## config.mk

```make
export PLATFORM = sky130hd
export DESIGN_NAME = mnist_frame_sequencer
export DESIGN_NICKNAME = d
export VERILOG_FILES = /design/src/rtl/mnist_frame_sequencer.sv
export SDC_FILE = /design/constraint.sdc
export NUM_CORES = 1
export LEC_CHECK = 0
export CAP_MARGIN = 15
export CELL_PAD_IN_SITES_DETAIL_PLACEMENT = 0
export CELL_PAD_IN_SITES_GLOBAL_PLACEMENT = 2
export CORE_ASPECT_RATIO = 0.9
export CORE_MARGIN = 3
export CORE_UTILIZATION = 46
export DETAILED_ROUTE_END_ITERATION = 16
export GPL_ROUTABILITY_DRIVEN = 0
export PLACE_DENSITY_LB_ADDON = 0.1
export SYNTH_ARGS = -nofsm -noshare
export SYNTH_HDL_FRONTEND = slang
export SYNTH_SLANG_ARGS = --single-unit
```

## constraint.sdc

```tcl
create_clock -name CLK -period 2.9 [get_ports CLK]
set_clock_uncertainty 0.2 [all_clocks]
set_input_delay 0.58 -clock CLK [delete_from_list [all_inputs] [get_ports CLK]]
set_output_delay 0.58 -clock CLK [all_outputs]
set_load 0.02 [all_outputs]
```

## src/rtl/mnist_frame_sequencer.sv

```systemverilog
// mnist_frame_sequencer
//   Feeds the LGN MNIST inference core. It holds one binary image as
//   FRAME_BYTES bytes in an internal buffer and streams the bytes to the
//   core's ui_in, one per clock. It then waits out the core pipeline
//   latency, captures the class index and offers it on a valid/ready port.
//
// Parameters
//   FRAME_BYTES  : bytes per frame / buffer depth (power of two, <= 256)
//   PIPE_LATENCY : cycles from the last byte on core_data to a valid core_index (>= 1)
//   RESTART_GAP  : idle cycles between result hand-off and auto restart
//
// Optional feature
//   `define MNIST_SEQ_AUTO_RESTART_EN : after each result hand-off, wait
//   RESTART_GAP idle cycles and then stream the buffer again without start.
//
// Ports
//   CLK, RST                    : clock (rising edge), async active-high reset
//   wr_en, wr_addr, wr_data     : buffer write port (dropped while a frame is streaming)
//   start                       : request one inference (level-sampled in IDLE)
//   busy                        : high in any state other than IDLE
//   core_data                   : registered byte to core ui_in
//   core_index                  : class index from core uio_out[3:0]
//   res_valid, res_ready, res_index : result hand-off
//   frame_count                 : completed frames, wraps 255 -> 0
module mnist_frame_sequencer #(
    parameter int FRAME_BYTES  = 32,
    parameter int PIPE_LATENCY = 4,
    parameter int RESTART_GAP  = 16
) (
    input  logic                           CLK,
    input  logic                           RST,
    input  logic                           wr_en,
    input  logic [$clog2(FRAME_BYTES)-1:0] wr_addr,
    input  logic [7:0]                     wr_data,
    input  logic                           start,
    output logic                           busy,
    output logic [7:0]                     core_data,
    input  logic [3:0]                     core_index,
    output logic                           res_valid,
    input  logic                           res_ready,
    output logic [3:0]                     res_index,
    output logic [7:0]                     frame_count
);

    localparam int AW = $clog2(FRAME_BYTES);
    localparam int KW = AW + 1;
    localparam int LW = (PIPE_LATENCY > 1) ? $clog2(PIPE_LATENCY) : 1;

    typedef enum logic [1:0] {IDLE, STREAM, DRAIN, RESULT} state_t;

    state_t        state;
    logic [KW-1:0] byte_cnt;   // index of the next byte to load during STREAM
    logic [LW-1:0] lat_cnt;
    logic [7:0]    frame_buf [FRAME_BYTES];
    logic          go;         // IDLE -> STREAM on this edge
    logic          wr_ok;
    logic          handshake;

    assign handshake = (state == RESULT) && res_valid && res_ready;

`ifdef MNIST_SEQ_AUTO_RESTART_EN
    localparam int GW = (RESTART_GAP > 1) ? $clog2(RESTART_GAP) : 1;

    logic [GW-1:0] gap_cnt;
    logic          gap_arm;    // set by a hand-off, cleared when a frame starts

    assign go = (state == IDLE) &&
                (start || (gap_arm && gap_cnt == GW'(RESTART_GAP - 1)));

    always_ff @(posedge CLK or posedge RST) begin
        if (RST) begin
            gap_cnt <= '0;
            gap_arm <= 1'b0;
        end else if (handshake) begin
            gap_cnt <= '0;
            gap_arm <= 1'b1;
        end else if (go) begin
            gap_cnt <= '0;
            gap_arm <= 1'b0;
        end else if (gap_arm) begin
            gap_cnt <= gap_cnt + 1'b1;
        end
    end
`else
    assign go = (state == IDLE) && start;
`endif

    // The frame in flight is frozen: writes are refused while streaming and
    // on the edge that launches a frame.
    assign wr_ok = (state == DRAIN) || (state == RESULT) || ((state == IDLE) && !go);

    // Buffer contents intentionally survive reset.
    always_ff @(posedge CLK) begin
        if (wr_en && wr_ok)
            frame_buf[wr_addr] <= wr_data;
    end

    always_ff @(posedge CLK or posedge RST) begin
        if (RST) begin
            state       <= IDLE;
            busy        <= 1'b0;
            core_data   <= '0;
            res_valid   <= 1'b0;
            res_index   <= '0;
            frame_count <= '0;
            byte_cnt    <= '0;
            lat_cnt     <= '0;
        end else begin
            case (state)
                IDLE: begin
                    core_data <= '0;
                    if (go) begin
                        // Byte 0 is loaded on the launch edge so it is on
                        // core_data in the first cycle after start.
                        state     <= STREAM;
                        busy      <= 1'b1;
                        core_data <= frame_buf[0];
                        byte_cnt  <= KW'(1);
                    end
                end
                STREAM: begin
                    if (byte_cnt == KW'(FRAME_BYTES)) begin
                        state     <= DRAIN;
                        core_data <= '0;
                        byte_cnt  <= '0;
                        lat_cnt   <= '0;
                    end else begin
                        core_data <= frame_buf[byte_cnt[AW-1:0]];
                        byte_cnt  <= byte_cnt + 1'b1;
                    end
                end
                DRAIN: begin
                    if (lat_cnt == LW'(PIPE_LATENCY - 1)) begin
                        res_index <= core_index;
                        res_valid <= 1'b1;
                        state     <= RESULT;
                    end else begin
                        lat_cnt <= lat_cnt + 1'b1;
                    end
                end
                RESULT: begin
                    if (handshake) begin
                        res_valid   <= 1'b0;
                        frame_count <= frame_count + 8'd1;
                        busy        <= 1'b0;
                        state       <= IDLE;
                    end
                end
                default: state <= IDLE;
            endcase
        end
    end

endmodule

```

After elaboration in Yosys (flattened, before gate mapping). Memory sizes are Yosys's and may differ from the RTL's. Index checks and enable logic that the tools add are counted.

RAM bits: 256. Register bits: 32. Bits of input ports: 22. Memories: 1. Logic and storage cells: 63.

Memory list: frame_buf (depth 32, width 8, read ports 2, clocked after memory_dff 0, wr ports 1, line 54) `logic [7:0] frame_buf [FRAME_BYTES];`.

Multiplexer cells: 21. Equality and inequality tests: 10. Add/sub/neg operators: 3. Reduce and logical (&&, ||, !) cells: 20.

Operator list (count): $mux W8 (2); $pmux W8 S2 (1); $mux W2 (6); $mux W6 (2); $pmux W6 S2 (1); $reduce_and A3 Y1 (3); $add A8 B1 Y8 const B (1); $ne A2 B2 Y1 const B (4); $pmux W2 S4 (1); $reduce_bool A2 Y1 (4); $add A6 B1 Y6 const B (1); $eq A2 B2 Y1 const B (3); $eq A6 B6 Y1 const B (1); $reduce_and A2 Y1 (3); $logic_and A1 B1 Y1 (5); $mux W1 (5); $pmux W1 S2 (2); $pmux W2 S2 (1); $reduce_and A4 Y1 (1); $add A2 B1 Y2 const B (1); $eq A2 B1 Y1 const B (1); $logic_not A2 Y1 (1); $logic_or A1 B1 Y1 (2); $ne A2 B1 Y1 const B (1); $logic_not A1 Y1 (1).

Logic depth before layout (Yosys ltp). Gate-level depths: netlist of run 1.

Word-level depth: 8. Depth in mapped cells: 9.

Least setup slack after synthesis of run 1. OpenSTA, ideal clock, no wires.

Kind: register to register. Start: register byte_cnt[1]. End: register state[1]. Stages on the path, launching flop included: 10. Slack: 511 ps. Arrival: 2064 ps. Data required time: 2575 ps. Cells stage by stage: dfrtp_1 -> buf_2 -> buf_2 -> buf_4 -> inv_1 -> ha_1 -> nand2_1 -> o41ai_2 -> nand4_1 -> mux2_2.

Cells in the longest elaborated chain, start to end: 3.

RTL lines: start: declaration (line 52) `logic [KW-1:0] byte_cnt;`; start signal: assignment (line 129) `byte_cnt <= byte_cnt + 1'b1;`; $eq A6 B6 Y1 (line 122) `if (byte_cnt == KW'(FRAME_BYTES)) begin`; $ne A2 B2 Y1 (no source line); $reduce_and A4 Y1 (no source line); end signal: assignment (line 115) `state <= STREAM;`; end signal: assignment (line 123) `state <= DRAIN;`; end signal: assignment (line 136) `state <= RESULT;`; end: declaration (line 51) `state_t state;`.

No other way between the ends. A chain may end at the register's enable or synchronous reset.

Final worst setup path of run 1.
Start: register state[0]. End: memory frame_buf[25][7] (enable).

Cells in the longest elaborated chain, start to end: 8. Elaborated cells on any way between the ends: 11.

RTL lines: start signal: assignment (line 100) `state <= IDLE;`; start signal: assignment (line 115); start signal: assignment (line 123); $logic_not A2 Y1 (line 85, 90); $logic_and A1 B1 Y1 (line 85) `assign go = (state == IDLE) && start;`; $logic_not A1 Y1 (line 90) `assign wr_ok = (state == DRAIN) || (state == RESULT) || ((state == IDLE) && !go);`; $logic_and A1 B1 Y1 (line 90); $logic_or A1 B1 Y1 * (line 90); $logic_and A1 B1 Y1 * (line 94) `if (wr_en && wr_ok)`; $mux W1 * (line 94); $mux W1 (not written as such) * (line 95) `frame_buf[wr_addr] <= wr_data;`; end: declaration (line 54).

Every way passes the cells marked *; elsewhere a longest branch is shown, timed or not.

==> flow_metrics.env, run 1 <==
export IMPL_status="finished, final reports clean"
export IMPL_grt_max_degree=35
export IMPL_antenna_found_initial=0
export IMPL_synth_nets=692
export IMPL_relSlewSlack_pct=50.98
export IMPL_postCtsHoldBufs=0
export IMPL_clock_path_buffers=3
export IMPL_h_tree_depth=1
export IMPL_ys_flop_type="edfxtp_1"
export IMPL_die_h_um=157.7
export IMPL_avgRoutedWirePerCell_um=25.08
export IMPL_cts_tree="yes"
export IMPL_peakVddDrop_uv=599.3
export IMPL_synth_top_family_by_area="multiplexers"
export IMPL_p_sw_mw=3.511
export IMPL_wl_um=27610
export IMPL_postSynthCellCount=661
export IMPL_period_needed_ns=2.664
export IMPL_p_per_area_mw_per_mm2=879.5
export IMPL_maxSlewViolCount=0
export IMPL_cap_violations=0
export IMPL_drc=0
export IMPL_cts_buffers=28
export IMPL_intPower_mw=8.609
export IMPL_drt_iter0_markers=680
export IMPL_synth_top_area_share_pct=65.35
export IMPL_end_kind="flop"
export IMPL_yosys_area_top_type="edfxtp_1"
export IMPL_rsz0062_at_grt="false"
export IMPL_io_buffers=43
export IMPL_power_total_mw=12.12
export IMPL_ioPinCount=44
export IMPL_ys_warn_count=0
export IMPL_grt_total_usage_pct=20.39
export IMPL_final_area_mm2=0.01378
export IMPL_dr_pass1_iters=5
export IMPL_synth_edff_count=256
export IMPL_syn_area_per_cell_um2=17.80
export IMPL_clk_latency_ns=0.55
export IMPL_p_comb_share_pct=27.2
export IMPL_ys_ff_latch=288
export IMPL_finalHoldViolCount=0
export IMPL_area_growth_pct=17.15
export IMPL_muxShareOfSynthArea_pct=14.95
export IMPL_n_antenna_cell=0
export IMPL_synth_area_leaders="edfxtp_1 65%, mux4_2 9.2%, dfrtp_1 6.8%"
export IMPL_post_cts_buffers=0
export IMPL_worstHoldPathType="in2async"
export IMPL_synthSimpleGateAreaFrac_pct=5.361
export IMPL_initial_core_util_pct=47.70
export IMPL_grt_pass1_wl_um=41840
export IMPL_multiInputGateArea_mm2=0.003079
export IMPL_synth_compound_area_share_pct=4.393
export IMPL_crit_type="reg2reg"
export IMPL_core_area_mm2=0.02466
export IMPL_synthesis_area_mm2=0.01176
export IMPL_p_sw_share_pct=28.97
export IMPL_regArea_mm2=0.008496
export IMPL_startpoint_type="flop"
export IMPL_place_area_mm2=0.01279
export IMPL_synth_xor_area_share_pct=0.5212
export IMPL_p_clk_share_pct=31.6
export IMPL_tightest_slew_ns=0.7326
export IMPL_nets=774
export IMPL_sequentialPowerShare_pct=41.2
export IMPL_worstPathMaxFanout=8
export IMPL_num_vias=6253
export IMPL_synth_cell_types=50
export IMPL_cts_root_buf="clkbuf_16"
export IMPL_ant_nets=0
export IMPL_r2r_slack_ns=0.24
export IMPL_period_share_pct=91.86
export IMPL_max_freq_ghz=0.3754
export IMPL_synth_fa_ha_area_share_pct=0.9573
export IMPL_grt_pass1_vias=6459
export IMPL_p_leak_nw=4.621
export IMPL_die_x_um=174.6
export IMPL_num_rows=54
export IMPL_arrival_ns=2.64
export IMPL_drive_gt1_share_pct=22.22
export IMPL_cts_sinks=288
export IMPL_setup_violations=0
export IMPL_grt_overflow=0
export IMPL_n_fill_cell=1924
export IMPL_cts_reportedPaths_clkPinSlew_ns=0.06
export IMPL_viasPerCell=5.679
export IMPL_dieArea_mm2=0.02753
export IMPL_seq_area_frac_synth_pct=72.16
export IMPL_async_flop_share_pct=11.11
export IMPL_worstPathRequired_ns=2.88
export IMPL_cts_resized=0
export IMPL_place_hpwl_um=18590
## layout by cell type (no fill, tap or decap), types with 10 or more instances in the layout
cell type / instances
a21boi_0: 10
edfxtp_1: 256
nand2_1: 42
mux2i_1: 44
mux2_2: 21
a21oi_1: 14
nor2_1: 39
clkbuf_16: 28
clkdlybuf4s50_1: 43
or2_2: 10
dfrtp_1: 30
mux4_2: 48
buf_4: 39
## path summary, 6_finish.rpt
path,from,to,depth (start not counted)
max in group asynchronous,RST,byte_cnt[5],3
hold reg to reg,frame_count[7],frame_count[7],1
min in group CLK,frame_count[7],frame_count[7],1
setup reg to reg,state[0],frame_buf[25][7],7
setup / recovery,state[0],frame_buf[25][7],7
hold / removal,RST,byte_cnt[0],2
## power groups by stage
stage / combinational, mW / sequential (mW) / clock [mW]
6_report: 3.30 / 5.00 / 3.82
3_5_place_dp: 3.30 / 5.09 / 0
2_1_floorplan: 2.16 / 5.05 / 0
5_1_grt: 3.54 / 5.03 / 4.09
3_3_place_gp: 3.28 / 5.08 / 0
4_1_cts: 3.32 / 5.00 / 3.91
## synth_stat cells (2+ instances only)
cell	count
a21boi_0	10
a21oi_1	14
a22oi_1	9
a311oi_1	7
a32oi_1	7
and2_1	3
buf_1	4
buf_2	12
buf_4	3
buf_6	2
clkbuf_1	11
dfrtp_1	32
edfxtp_1	256
ha_1	9
inv_1	8
mux2_2	21
mux2i_1	44
mux4_2	48
nand2_1	42
nand2b_1	3
nand3_1	8
nand3b_1	3
nand4_1	3
nand4b_1	2
nor2_1	39
nor2b_1	4
nor3_1	2
o21ai_0	9
o22ai_1	8
or2_2	10
or3_1	2
or3b_2	2
or4_1	2
xnor2_1	4
xor2_1	3
## registers in the layout, summed over array words and instances, names as in the netlist
register	cells
frame_buf	256
core_data	8
frame_count	8
byte_cnt	6
res_index	4
lat_cnt	2
state	2
busy	1
res_valid	1
## critical path, cell delays in order, from the launching register on
cell and delay [ns]:
dfrtp_1 0.40, inv_1 0.13, ha_1 0.18, nor2b_1 0.17, or3_1 0.25, nand4b_1 0.17, buf_4 0.20, nor2_1 0.58
## metal layers
metal  vias up  wire length (µm)  GRT usage, %
li1       2795                 -             -
met1      3206             12620         30.22
met2       212             12920         32.90
met3        40              1522         2.806
met4         0               549         4.444
met5         -                 0             0
## metrics by stage
| stage | hold slack (ns) | instances | worst slack [ns] | TNS [ns] | util (%) |
|---|---|---|---|---|---|
| finish | 0.1651 | 1101 | 0.2359 | 0 | 55.88 |
| global route | 0.2224 | 1101 | 0.05268 | 0 | 55.88 |
| CTS | 0.1612 | 1101 | 0.2415 | 0 | 55.88 |
| detailed placement | 0.2671 | 1049 | -0.06760 | -2.829 | 51.87 |
| global placement | 0.2631 | 1049 | 0.01591 | 0 | 51.87 |
| floorplan | 0.3174 | 661 | 0.5112 | 0 | - |
## cell families (layout without fill, tap and decap cells)
kind of cell / after synthesis / in the layout
AOI/OAI and AO/OA: 73 / 73
xor gates and xnor gates: 7 / 7
adders and majority gates: 9 / 9
buffers and inverters: 41 / 145
DFF: 288 / 288
muxes: 113 / 113
and+or+nand+nor: 130 / 130
## layout make-up
type	count	area share (%)
timing repair buffer	84	5.539
inverter	9	0.2452
tap	336	3.051
clock buffer	31	5.167
multi-input combinational	332	22.35
clock inverter	21	1.998
sequential	288	61.65
(Power assumes the default switching activity.)
==> run 2, diff against run 1 <==
--- a/config.mk
+++ b/config.mk
@@ -9,7 +9,7 @@
 export CELL_PAD_IN_SITES_DETAIL_PLACEMENT = 0
 export CELL_PAD_IN_SITES_GLOBAL_PLACEMENT = 2
 export CORE_ASPECT_RATIO = 0.9
-export CORE_MARGIN = 3
+export CORE_MARGIN = 2
 export CORE_UTILIZATION = 46
 export DETAILED_ROUTE_END_ITERATION = 16
 export GPL_ROUTABILITY_DRIVEN = 0
==> run 2 against run 1 <==
Effect of this change:
- maximum frequency shrank 2.0%
- non-clock buffer count grew 4
- setup slack lost 0.053 ns
- sequential cell count is the same
- critical endpoint is now frame_buf[2][2]
- die area shrank 2.4%
- core utilization shrank 0.47 points
- highest routed layer unchanged
- combinational power is essentially flat
- cell area grew 1.0%
==> flow_metrics.env, run 2 (synthesized netlist as in run 1, its figures left out) <==
export IMPL_largest_register_ffs=256
export IMPL_status="finished, final reports clean"
export IMPL_period_needed_ns=2.717
export IMPL_cts_reportedPaths_clkPinSlew_ns=0.07
export IMPL_finalSetupTns_ns=0
export IMPL_num_vias=6349
export IMPL_peakVddDrop_uv=473.1
export IMPL_place_hpwl_um=18480
export IMPL_drt_iter0_markers=658
export IMPL_n_antenna_cell=0
export IMPL_viasPerCell=5.704
export IMPL_regMostFlops="frame_buf"
export IMPL_reg_largest_list="frame_buf (256), core_data (8), frame_count (8)"
export IMPL_setup_violations=0
export IMPL_dieArea_mm2=0.02687
export IMPL_nets=780
export IMPL_clock_path_buffers=3
export IMPL_p_leak_nw=4.687
export IMPL_dp_cells=1059
export IMPL_drive_gt1_share_pct=23.35
export IMPL_worstPathRequired_ns=2.88
export IMPL_finalHoldViolCount=0
export IMPL_num_rows=55
export IMPL_period_share_pct=93.70
export IMPL_io_buffers=43
export IMPL_grt_max_degree=42
export IMPL_worstPathMaxFanout=8
export IMPL_relSlewSlack_pct=49.80
export IMPL_initial_core_util_pct=46.83
export IMPL_layout_commonest_cell="edfxtp_1"
export IMPL_layout_common_cells="256 x edfxtp_1, 48 x mux4_2, 44 x mux2i_1"
export IMPL_clk_latency_ns=0.55
export IMPL_stdcell_count=1113
export IMPL_arrival_ns=2.70
export IMPL_drc=0
export IMPL_postCtsHoldBufs=0
export IMPL_grt_pass1_wl_um=41480
export IMPL_rsz0062_at_grt="false"
export IMPL_grt_overflow=0
export IMPL_max_freq_ghz=0.3680
export IMPL_end_kind="flop"
export IMPL_core_area_mm2=0.02512
export IMPL_antenna_found_initial=0
export IMPL_tightest_slew_ns=0.7502
export IMPL_p_per_area_mw_per_mm2=894.0
export IMPL_cts_tree="yes"
export IMPL_startpoint_type="flop"
export IMPL_dr_pass1_iters=7
export IMPL_cts_sinks=288
export IMPL_avgRoutedWirePerCell_um=24.77
export IMPL_ioPinCount=44
export IMPL_cts_root_buf="clkbuf_16"
export IMPL_cap_violations=0
export IMPL_cts_buffers=30
export IMPL_grt_total_usage_pct=20.94
export IMPL_ant_nets=0
export IMPL_fin_ws_ns=0.1828
export IMPL_crit_type="reg2reg"
export IMPL_die_x_um=172.6
export IMPL_worstHoldPathType="in2async"
export IMPL_maxSlewViolCount=0
export IMPL_cts_resized=0
export IMPL_post_cts_buffers=0
export IMPL_wl_um=27570
export IMPL_area_growth_pct=18.32
export IMPL_h_tree_depth=1
export IMPL_place_ws_ns=-0.1618
export IMPL_die_h_um=155.7
export IMPL_power_total_mw=12.44
export IMPL_final_util_pct=55.41
export IMPL_grt_pass1_vias=6442
run 2: cell type report:
type	count	area, µm²
well taps	342	427.9
multi-input cells	332	3082
repair buffers	88	805.8
clock inverters	22	314.1
flip-flops and latches	288	8496
clock buffers	32	758.2
fillers	1957	11200
inverters	9	33.78
run 2: path summary, 6_finish.rpt:
check / start / to / slack, ns / cells past startpoint
max reg2reg: state[0] / frame_buf[2][2] / 0.18 / 7
min: RST / byte_cnt[1] / 0.17 / 2
max: state[0] / frame_buf[2][2] / 0.18 / 7
min reg2reg: frame_count[7] / frame_count[7] / 0.27 / 1
max in group asynchronous: RST / core_data[0] / 1.76 / 3
min in group CLK: frame_count[7] / frame_count[7] / 0.27 / 1
run 2: worst max-delay path: stages (launching register included):
cell	delay, ns
dfrtp_1	0.40
inv_1	0.13
ha_1	0.19
nor2b_1	0.17
or3_1	0.27
nand4b_1	0.18
buf_4	0.22
nor2_1	0.58
run 2: power breakdown:
part | switching [mW] | total [mW] | internal, mW
clock network | 1.58 | 4.10 | 2.52
logic | 1.76 | 3.33 | 1.57
registers | 0.274 | 5.01 | 4.74
run 2: metal layers:
layer	GRT usage, %	share of wire [%]	vias to the layer above
met5	0	0	-
met2	33.08	46	260
met4	4.111	1.7	0
li1	-	-	2803
met3	3.777	7.1	32
met1	30.94	45	3254
run 2: stage by stage:
| stage | cell area (µm²) | hold slack (ns) |
|---|---|---|
| 2_1_floorplan | 11760 | 0.3174 |
| 3_3_place_gp | 12840 | 0.2606 |
| 3_5_place_dp | 12840 | 0.2640 |
| 4_1_cts | 13910 | 0.1838 |
| 5_1_grt | 13920 | 0.2185 |
| 6_report | 13920 | 0.1712 |
